### config.mk
export PLATFORM = sky130hd
export DESIGN_NAME = apb_mem_window
export DESIGN_NICKNAME = d
export VERILOG_FILES = /design/src/rtl/apb_mem_window.sv
export SDC_FILE = /design/constraint.sdc
export NUM_CORES = 1
export LEC_CHECK = 0
export BUFFER_PORTS_ARGS = -buffer_cell sky130_fd_sc_hd__buf_2
export CAP_MARGIN = 40
export CORE_MARGIN = 1
export CORE_UTILIZATION = 54
export CTS_CLUSTER_DIAMETER = 100
export DETAILED_ROUTE_END_ITERATION = 16
export PLACE_DENSITY_LB_ADDON = 0.2
export SKIP_CTS_REPAIR_TIMING = 1
export SLEW_MARGIN = 5
export SYNTH_ARGS = -nofsm -noshare
export SYNTH_HDL_FRONTEND = slang
export SYNTH_SLANG_ARGS = --single-unit
### constraint.sdc
create_clock -name clk -period 3.1 [get_ports clk]
set_input_delay 0.62 -clock clk [delete_from_list [all_inputs] [get_ports clk]]
set_output_delay 0.62 -clock clk [all_outputs]
set_load 0.005 [all_outputs]
### src/rtl/apb_mem_window.sv
// apb_mem_window
//   APB completer that exposes a wide on-chip memory (DATA_W bits x DEPTH
//   entries) as WORDS = DATA_W/32 consecutive 32-bit words per entry,
//   starting at BASE_ADDR. Each entry occupies 2**clog2(WORDS) word slots.
//   - Writes to the lower words of an entry land in staging registers.
//   - A write to the top word commits the whole entry, the staged words plus
//     pwdata, in one memory write.
//   - A read of word 0 always fetches the entry into a snapshot register.
//   - Reads of higher words of the snapshotted entry are served from the
//     snapshot, so software sees an atomic multi-word read.
//
// Ports
//   clk, rst_n     clock, asynchronous active-low reset
//   psel, penable, pwrite, paddr, pwdata
//                  APB request
//   prdata, pready, pslverr
//                  APB response
//   mem_req, mem_we, mem_addr, mem_wdata
//                  memory request, held until granted
//   mem_gnt        memory grant
//   mem_rdata      memory read data, RD_LAT cycles after a granted read
//   dbg_state      current FSM state (0 IDLE, 1 REQ, 2 RDWAIT, 3 RESP)
//
// Handshakes
//   APB: a transfer is active on cycles with psel & penable. It completes on
//   the cycle where pready=1; prdata and pslverr are valid only on that cycle.
//   Memory: mem_req is a valid that is held high, with mem_we, mem_addr and
//   mem_wdata stable, until a cycle where mem_req & mem_gnt. The access is
//   accepted on that cycle. For a granted read, mem_rdata is sampled exactly
//   RD_LAT cycles later.
module apb_mem_window #(
    parameter logic [31:0] BASE_ADDR   = 32'h0,
    parameter int          DATA_W      = 64,
    parameter int          DEPTH       = 10,
    parameter int          RD_LAT      = 1,
    parameter int          GNT_TIMEOUT = 0,
    localparam int         AW          = (DEPTH > 1) ? $clog2(DEPTH) : 1
) (
    input  logic              clk,
    input  logic              rst_n,
    input  logic              psel,
    input  logic              penable,
    input  logic              pwrite,
    input  logic [31:0]       paddr,
    input  logic [31:0]       pwdata,
    output logic [31:0]       prdata,
    output logic              pready,
    output logic              pslverr,
    output logic              mem_req,
    output logic              mem_we,
    output logic [AW-1:0]     mem_addr,
    output logic [DATA_W-1:0] mem_wdata,
    input  logic              mem_gnt,
    input  logic [DATA_W-1:0] mem_rdata,
    output logic [1:0]        dbg_state
);

    localparam int WORDS = DATA_W / 32;
    // Width of the word field in the address; zero when an entry is one word.
    localparam int WSB   = (WORDS > 1) ? $clog2(WORDS) : 0;
    localparam int WS    = (WSB > 0) ? WSB : 1;
    localparam int TO_W  = (GNT_TIMEOUT > 1) ? $clog2(GNT_TIMEOUT) : 1;

    typedef enum logic [1:0] {
        S_IDLE   = 2'd0,
        S_REQ    = 2'd1,
        S_RDWAIT = 2'd2,
        S_RESP   = 2'd3
    } state_t;

    state_t            state;
    logic [31:0]       stage [WORDS];
    logic [DATA_W-1:0] snap;
    logic [AW-1:0]     snap_idx;
    logic              snap_vld;
    logic [WS-1:0]     word_q;
    logic [2:0]        lat_cnt;
    logic [TO_W-1:0]   to_cnt;
    logic              pready_q;
    logic              pslverr_q;
    logic [31:0]       prdata_q;

    // Address decode
    logic [31:0]       off;
    logic [31:0]       entry_full;
    logic [WS-1:0]     word;
    logic [AW-1:0]     entry;
    logic              dec_err;
    logic              is_last;
    logic              snap_hit;
    logic [31:0]       snap_word;
    logic [DATA_W-1:0] commit_data;

    assign off        = paddr - BASE_ADDR;
    assign entry_full = off >> (2 + WSB);
    assign word       = (WSB > 0) ? off[2 +: WS] : '0;
    assign entry      = entry_full[AW-1:0];
    assign dec_err    = (paddr[1:0] != 2'b00) || (paddr < BASE_ADDR) ||
                        (entry_full >= 32'(DEPTH)) || (32'(word) >= 32'(WORDS));
    assign is_last    = (32'(word) == 32'(WORDS - 1));
    assign snap_hit   = snap_vld && (snap_idx == entry) && (word != '0);
    assign snap_word  = snap[32'(word) * 32 +: 32];

    // Full entry image for a commit: the staged lower words plus pwdata on top.
    always_comb begin
        commit_data = '0;
        for (int j = 0; j < WORDS - 1; j++) begin
            commit_data[j*32 +: 32] = stage[j];
        end
        commit_data[(WORDS-1)*32 +: 32] = pwdata;
    end

    // First access cycle in IDLE. Errors, staged writes and snapshot hits
    // complete combinationally on this cycle.
    logic access, idle_acc, err_now, zw_write, zw_read;

    assign access   = psel & penable;
    assign idle_acc = (state == S_IDLE) && access;
    assign err_now  = idle_acc && dec_err;
    assign zw_write = idle_acc && !dec_err && pwrite && !is_last;
    assign zw_read  = idle_acc && !dec_err && !pwrite && snap_hit;

    assign pready    = pready_q | err_now | zw_write | zw_read;
    assign pslverr   = pslverr_q | err_now;
    assign dbg_state = state;

    always_comb begin
        prdata = prdata_q;
        if (err_now) begin
            prdata = 32'hBADD_C0DE;
        end else if (zw_read) begin
            prdata = snap_word;
        end else if (zw_write) begin
            prdata = '0;
        end
    end

    always_ff @(posedge clk or negedge rst_n) begin
        if (!rst_n) begin
            state     <= S_IDLE;
            mem_req   <= 1'b0;
            mem_we    <= 1'b0;
            mem_addr  <= '0;
            mem_wdata <= '0;
            snap      <= '0;
            snap_idx  <= '0;
            snap_vld  <= 1'b0;
            word_q    <= '0;
            lat_cnt   <= '0;
            to_cnt    <= '0;
            pready_q  <= 1'b0;
            pslverr_q <= 1'b0;
            prdata_q  <= '0;
            for (int i = 0; i < WORDS; i++) begin
                stage[i] <= '0;
            end
        end else begin
            case (state)
                S_IDLE: begin
                    if (access && !dec_err) begin
                        if (pwrite) begin
                            if (!is_last) begin
                                stage[word] <= pwdata;
                            end else begin
                                mem_wdata <= commit_data;
                                mem_we    <= 1'b1;
                                mem_addr  <= entry;
                                mem_req   <= 1'b1;
                                to_cnt    <= '0;
                                state     <= S_REQ;
                            end
                        end else if (!snap_hit) begin
                            mem_we   <= 1'b0;
                            mem_addr <= entry;
                            mem_req  <= 1'b1;
                            word_q   <= word;
                            to_cnt   <= '0;
                            state    <= S_REQ;
                        end
                    end
                end
                S_REQ: begin
                    // A grant takes priority over a timeout that expires on
                    // the same cycle.
                    if (mem_gnt) begin
                        mem_req <= 1'b0;
                        if (mem_we) begin
                            if (snap_idx == mem_addr) begin
                                snap_vld <= 1'b0;
                            end
                            pready_q <= 1'b1;
                            prdata_q <= '0;
                            state    <= S_RESP;
                        end else begin
                            lat_cnt <= 3'd1;
                            state   <= S_RDWAIT;
                        end
                    end else if ((GNT_TIMEOUT > 0) &&
                                 (to_cnt == TO_W'(GNT_TIMEOUT - 1))) begin
                        // Abandon the access. Drop the pending write image so
                        // the commit is not left behind on the memory port.
                        mem_req   <= 1'b0;
                        mem_we    <= 1'b0;
                        mem_wdata <= '0;
                        pready_q  <= 1'b1;
                        pslverr_q <= 1'b1;
                        prdata_q  <= '0;
                        state     <= S_RESP;
                    end else begin
                        to_cnt <= to_cnt + 1'b1;
                    end
                end
                S_RDWAIT: begin
                    if (lat_cnt == 3'(RD_LAT)) begin
                        snap     <= mem_rdata;
                        snap_idx <= mem_addr;
                        snap_vld <= 1'b1;
                        prdata_q <= mem_rdata[32'(word_q) * 32 +: 32];
                        pready_q <= 1'b1;
                        state    <= S_RESP;
                    end else begin
                        lat_cnt <= lat_cnt + 1'b1;
                    end
                end
                S_RESP: begin
                    pready_q  <= 1'b0;
                    pslverr_q <= 1'b0;
                    prdata_q  <= '0;
                    state     <= S_IDLE;
                end
                default: state <= S_IDLE;
            endcase
        end
    end

endmodule
==> summary.md, run 1 <==
| Metric | Value |
|---|---|
| Die Ht | 137 um |
| Layout net count | 1,215 |
| Setup ws final | 0.0941 ns |
| ANT nets after route | 0 |
| CP dominant cell by count | and3_4 |
| Endpoints failing setup | 0 |
| Main synth FF type | dfrtp_1 |
| # placed instances | 1,275 |
| Routed vias/inst | 5.43 |
| Global-route track usage on met1 | 33.2% |
| Worst setup SP type | flop |
| Post-Synthesis Cells | 830 |
| Core Area | 18,000 um2 |
| Clock Tree Buf Depth | 3 |
| Worst EP required | 2.48 ns |
| Synth unique cells | 43 |
| Initial DRC Count | 356 |
| Headroom to the max-slew limit | 58.4% |
| # IOs | 240 |
| Slew @ Worst Pin | 0.624 ns |
| Die W | 137 um |
| Largest net degree at the start of global routing | 77 |
| CP Max Fanout | 13 |
| PortBufs | 239 |
| Gr usage total | 25.2% |
| Grt peak-use layer | met2 |
| Wirelength per Cell | 18.0 um |
| Max Freq | 333 MHz |
| Root Buffer Master | clkbuf_16 |
| Number of clock sinks | 210 |
| DP HPWL | 15,900 um |
| Placed Area | 11,400 um2 |
| Power, Total | 5.81 mW |
| Post-synth EDFFs | 0 |
| Clk slew on worst S/H paths | 0.06 ns |
| Switching Fraction | 21.6% |
| Net Sw Power | 1.26 mW |
| CP cell instances | inv_2, ha_4, and3_4, and3_4, buf_4, nand2_1, buf_6, a211oi_1, buf_2 |
| CP peak stage delay | 0.40 ns |
| Starting Density | 55.1% |
| Max_cap viols | 0 |
| H-tree depth | 1 |
| Clock Skews | 0.00897 ns |
| Number of global-route vias before repair | 7,072 |
| Fin cells | 1,320 |
| Final Wtd Congestion | 0.784 |
| M3 GR Usage | 5.08% |
| Peak VDD IR | 0.475 mV |
| Syn_area_per_cell | 11.9 um2 |
| Final Max Slew Viols | 0 |
| Critical path class | reg -> out |
| Leakage Power | 6.21 nW |
| Grt total ovfl | 0 |
| Pint | 4.56 mW |
| Synth-to-Final Area Change | 26.5% |
| Min Tclk post-route | 3.01 ns |
| Top delay family on crit path | buffers and inverters |
| Die area | 18,900 um2 |
| WHS | 0.131 ns |
| CP Buf/Inv Count | 4 |
| Post-route cell area | 12,500 um2 |
| Num CTS Buffers | 23 |
| Syn. warnings | 0 |
| Final Cycle Share | 97.0% |
| Critical-path top delay cell | dfrtp_1 |
| Syn nets | 971 |
| HP Class | in -> async |
| Mapped Area | 9890 um2 |
| Crit path DAT | 2.39 ns |
| Pre-antenna DRT Iters | 4 |
| Final Hold Fails | 0 |
| Total wire length | 23,700 um |
| Outcome | completed |
| First-pass GRT wire length | 37,200 um |
| Via count | 7,163 |
| RSZ-0062 raised after global routing | true |
| Share of flip-flops with an asynchronous set or reset | 100% |
| CTS tree | yes |
| Seq/Total Area, Yosys | 53.1% |
| Comb pwr share | 5.7% |
| Layout cells sized above 1 | 47.4% |
| Yosys reg bits | 210 |
| CP endpoint kind | primary output |
| Row count | 49 |
| Clk pwr share | 45.9% |
| Sequential power share | 48.4% |
| DRC viols | 0 |
| PwrDens | 464 nW/um2 |
| Clock Latency Late Sink | 0.51 ns |
| Dpl ws | -0.134 ns |
| Initial antenna violation count | 2 |
| Global routing usage on met2 | 42.1% |
==> routing by layer <==
| metal | up-vias | share of wire [%] |
|---|---|---|
| li1 | 3401 | - |
| met1 | 3517 | 44 |
| met2 | 211 | 47 |
| met3 | 34 | 6.0 |
| met4 | 0 | 2.6 |
| met5 | - | 0 |
==> sequential cells by signal (all words and copies together) (netlist names) <==
register,flops
prdata_q,32
snap,64
mem_req,1
mem_wdata,64
snap_vld,1
pready_q,1
commit_data,32
snap_idx,4
mem_we,1
word_q,1
mem_addr,4
dbg_state,2
lat_cnt,3
==> cell families after synthesis <==
| family | synth area share (%) |
|---|---|
| XOR/XNOR | 0.708 |
| AO/OA/AOI/OAI | 7.20 |
| AND/OR/NAND/NOR | 10.9 |
| adder cells (fa/ha/maj) | 0.885 |
| multiplexers | 23.5 |
| flip-flops | 53.1 |
| buffers and inverters | 3.71 |
==> cell usage in the layout (no fill, tap or decap), drive strengths merged, types with 2 or more instances in the layout <==
master   Yosys  layout
nor2         3       3
nand4        3       3
clkbuf      39      37
clkinv       0       2
and4         3       3
buf         20     277
inv          5       6
o21ai       38      38
dfrtp      210     210
diode        0       2
nand2b       5       5
a21oi        7       7
a211o       19      19
a2111oi     13      13
nor4         6       6
a21boi       2       2
a211oi      13      13
mux2i       20      20
nor2b       13      13
nand3        4       4
nor3        22      22
mux2       169     169
xnor2        8       8
and3         3       3
ha           7       7
nand2      185     185
==> synthesized netlist by cell type (all sizes together) (2+ instances only) <==
cell       n  area (um2)
o21ai     38         190
nor3      22         110
and3       3        28.8
nor2       3        11.3
and4       3        26.3
nor4       6        37.5
inv        5        18.8
nand2b     5        31.3
ha         7        87.6
dfrtp    210        5260
nand4      3        18.8
xnor2      8        70.1
a211o     19         166
a211oi    13        97.6
mux2i     20         200
nor2b     13        81.3
a21oi      7        35.0
nand2    185         694
clkbuf    39         146
nand3      4        20.0
mux2     169        2130
buf       20         201
a21boi     2        15.0
a2111oi   13         114
==> per-stage QoR <==
step | setup TNS [ns] | utilization, %
2_1_floorplan | 0 | -
3_3_place_gp | -0.112 | 63.6
3_5_place_dp | -0.743 | 63.6
4_1_cts | -4.24 | 67.8
5_1_grt | -0.169 | 69.7
6_report | 0 | 69.7
==> worst reg2reg max path: stages (launching register included) <==
cell	delay, ns
dfrtp_1	0.40
inv_2	0.11
ha_4	0.16
and3_4	0.23
and3_4	0.21
buf_4	0.13
and3_4	0.37
buf_12	0.25
mux2_4	0.33
==> cell type report <==
cell class              count  area [um2]
inverters                   5        18.8
multi-input cells         556        4600
flip-flops and latches    210        5260
clock buffers              36         694
diodes                      2        5.00
well taps                 229         287
fillers                  1376        5450
repair buffers            278        1610
clock inverters             4        48.8
==> power by group through the flow <==
stage / registers [mW] / clock network [mW] / logic (mW)
detailed placement: 2.85 / 0 / 0.321
finish: 2.81 / 2.67 / 0.333
global route: 2.81 / 2.84 / 0.371
global placement: 2.85 / 0 / 0.316
CTS: 2.80 / 2.73 / 0.324
floorplan: 2.85 / 0 / 0.118
==> worst paths after layout <==
check	start	to	slack (ns)	cells past startpoint
setup / recovery	dbg_state[1]	prdata[13]	0.09	9
hold / removal	rst_n	mem_wdata[18]	0.13	1
setup reg to reg	dbg_state[1]	mem_wdata[40]	0.79	8
hold reg to reg	commit_data[12]	commit_data[12]	0.46	2
max in group asynchronous	rst_n	prdata_q[12]	2.19	2
min in group clk	pwdata[19]	commit_data[19]	0.33	3
Power figures use the tool's default switching activity.
==> run 2, diff against run 1 <==
CORE_ASPECT_RATIO = 0.75   (was default)
SLEW_MARGIN = 20   (was 5)
==> run 2 against run 1 <==
Non-clock buffer count grew 7. Setup slack got worse by 0.050 ns. First-iteration DRC count is 24% higher. Clock-buffer cell count decreased by 6. Sequential share of layout area fell by 0.068 points. Total power rose by 1.7%. Largest cell class unchanged. Critical path depth is the same. Clock skew grew 0.0022 ns. Highest routed layer unchanged. Critical path type is now in -> out. Register-to-register slack better by 0.06 ns. Via count rose by 2.0%. Cell area grew 0.21%. Utilization grew 0.94 points.
==> summary.md, run 2 (same netlist as run 1, synthesis figures left out) <==
| Metric | Value |
|---|---|
| Clk slew on worst S/H paths | 0.06 ns |
| H-tree depth | 1 |
| Final Hold Fails | 0 |
| Row count | 42 |
| Power, Total | 5.91 mW |
| Headroom to the max-slew limit | 55.5% |
| HP Class | in -> async |
| Outcome | completed |
| # placed instances | 1,295 |
| Critical-path top delay cell | nor4_1 |
| CP endpoint kind | primary output |
| Final Max Slew Viols | 0 |
| CP Buf/Inv Count | 4 |
| Fin cells | 1,336 |
| Number of clock sinks | 210 |
| CP peak stage delay | 0.36 ns |
| ANT nets after route | 0 |
| Max_cap viols | 0 |
| Commonest non-fill, non-tap cell in the layout | buf_2 |
| Crit path DAT | 2.44 ns |
| Dpl ws | 0.000256 ns |
| Worst setup SP type | primary input |
| Clock Tree Buf Depth | 3 |
| Critical path class | in -> out |
| Post-route cell area | 12,500 um2 |
| Top delay family on crit path | simple AND/OR/NAND/NOR gates |
| PortBufs | 239 |
| Layout net count | 1,220 |
| Starting Density | 55.7% |
| Total wire length | 24,200 um |
| WHS | 0.166 ns |
| Gr usage total | 26.0% |
| CTS tree | yes |
| Die area | 18,900 um2 |
| Die W | 158 um |
| RSZ-0062 raised after global routing | true |
| Routed vias/inst | 5.47 |
| Core Area | 17,800 um2 |
| Initial DRC Count | 441 |
| First-pass GRT wire length | 38,400 um |
| Max Freq | 327 MHz |
| Min Tclk post-route | 3.06 ns |
| Final Core Density | 70.6% |
| Placed Area | 11,500 um2 |
| Endpoints failing setup | 0 |
| Initial antenna violation count | 1 |
| Number of global-route vias before repair | 7,299 |
| Via count | 7,307 |
| PwrDens | 471 nW/um2 |
| Leakage Power | 6.26 nW |
| Final Cycle Share | 98.6% |
| Root Buffer Master | clkbuf_16 |
| Slew @ Worst Pin | 0.668 ns |
| Pre-antenna DRT Iters | 4 |
| Wirelength per Cell | 18.1 um |
| Grt total ovfl | 0 |
| DRC viols | 0 |
| # IOs | 240 |
| CP Max Fanout | 20 |
| Die Ht | 119 um |
| DP HPWL | 15,700 um |
| Most frequent cells in the layout | buf_2 (238), dfrtp_1 (208), nand2_1 (185) |
| CP dominant cell by count | buf_2 |
| Peak VDD IR | 0.413 mV |
| CP cell instances | buf_2, nor4_1, and4_2, buf_4, and4_1, a21oi_2, buf_12, a211o_1, buf_2 |
| Layout cells sized above 1 | 48.2% |
| Final Wtd Congestion | 0.812 |
| Worst EP required | 2.48 ns |
| Clock Latency Late Sink | 0.49 ns |
| Largest net degree at the start of global routing | 81 |
| Sum Neg Setup Slack | 0 ns |
| Regs by FF count | mem_wdata x64, snap x64 |
| Clock Skews | 0.0111 ns |
| Num CTS Buffers | 21 |
| Setup ws final | 0.0445 ns |
| Synth-to-Final Area Change | 26.8% |
==> run 2: worst paths after layout <==
kind | startpoint | end | cells past startpoint | slack, ns
max | paddr[13] | prdata[22] | 9 | 0.04
min | rst_n | commit_data[11] | 1 | 0.17
max reg2reg | dbg_state[1] | mem_wdata[56] | 8 | 0.85
min reg2reg | commit_data[15] | commit_data[15] | 2 | 0.47
max in group asynchronous | rst_n | commit_data[23] | 2 | 2.08
min in group clk | pwdata[21] | commit_data[21] | 3 | 0.34
==> run 2: area by class of cell <==
| type | instances | area [um2] |
|---|---|---|
| Antenna cell | 1 | 2.50 |
| Clock buffer | 30 | 619 |
| Clock inverter | 7 | 138 |
| Fill cell | 1334 | 5220 |
| Inverter | 5 | 21.3 |
| Multi-Input combinational cell | 556 | 4490 |
| Sequential cell | 210 | 5260 |
| Tap cell | 242 | 303 |
| Timing Repair Buffer | 285 | 1710 |
==> run 2: where the power goes <==
| part | internal [mW] | switching, mW |
|---|---|---|
| combinational | 0.164 | 0.174 |
| sequential | 2.78 | 0.0231 |
| clock | 1.72 | 1.05 |
==> run 2: layer usage <==
layer | share of wire, % | wire length (um) | track usage (%) | vias to the layer above
met1 | 45 | 10900 | 37.2 | 3660
met3 | 5.6 | 1340 | 5.06 | 31
met2 | 47 | 11500 | 40.9 | 196
li1 | - | - | - | 3420
met4 | 1.9 | 466 | 5.59 | 0
met5 | 0 | 0 | 0 | -
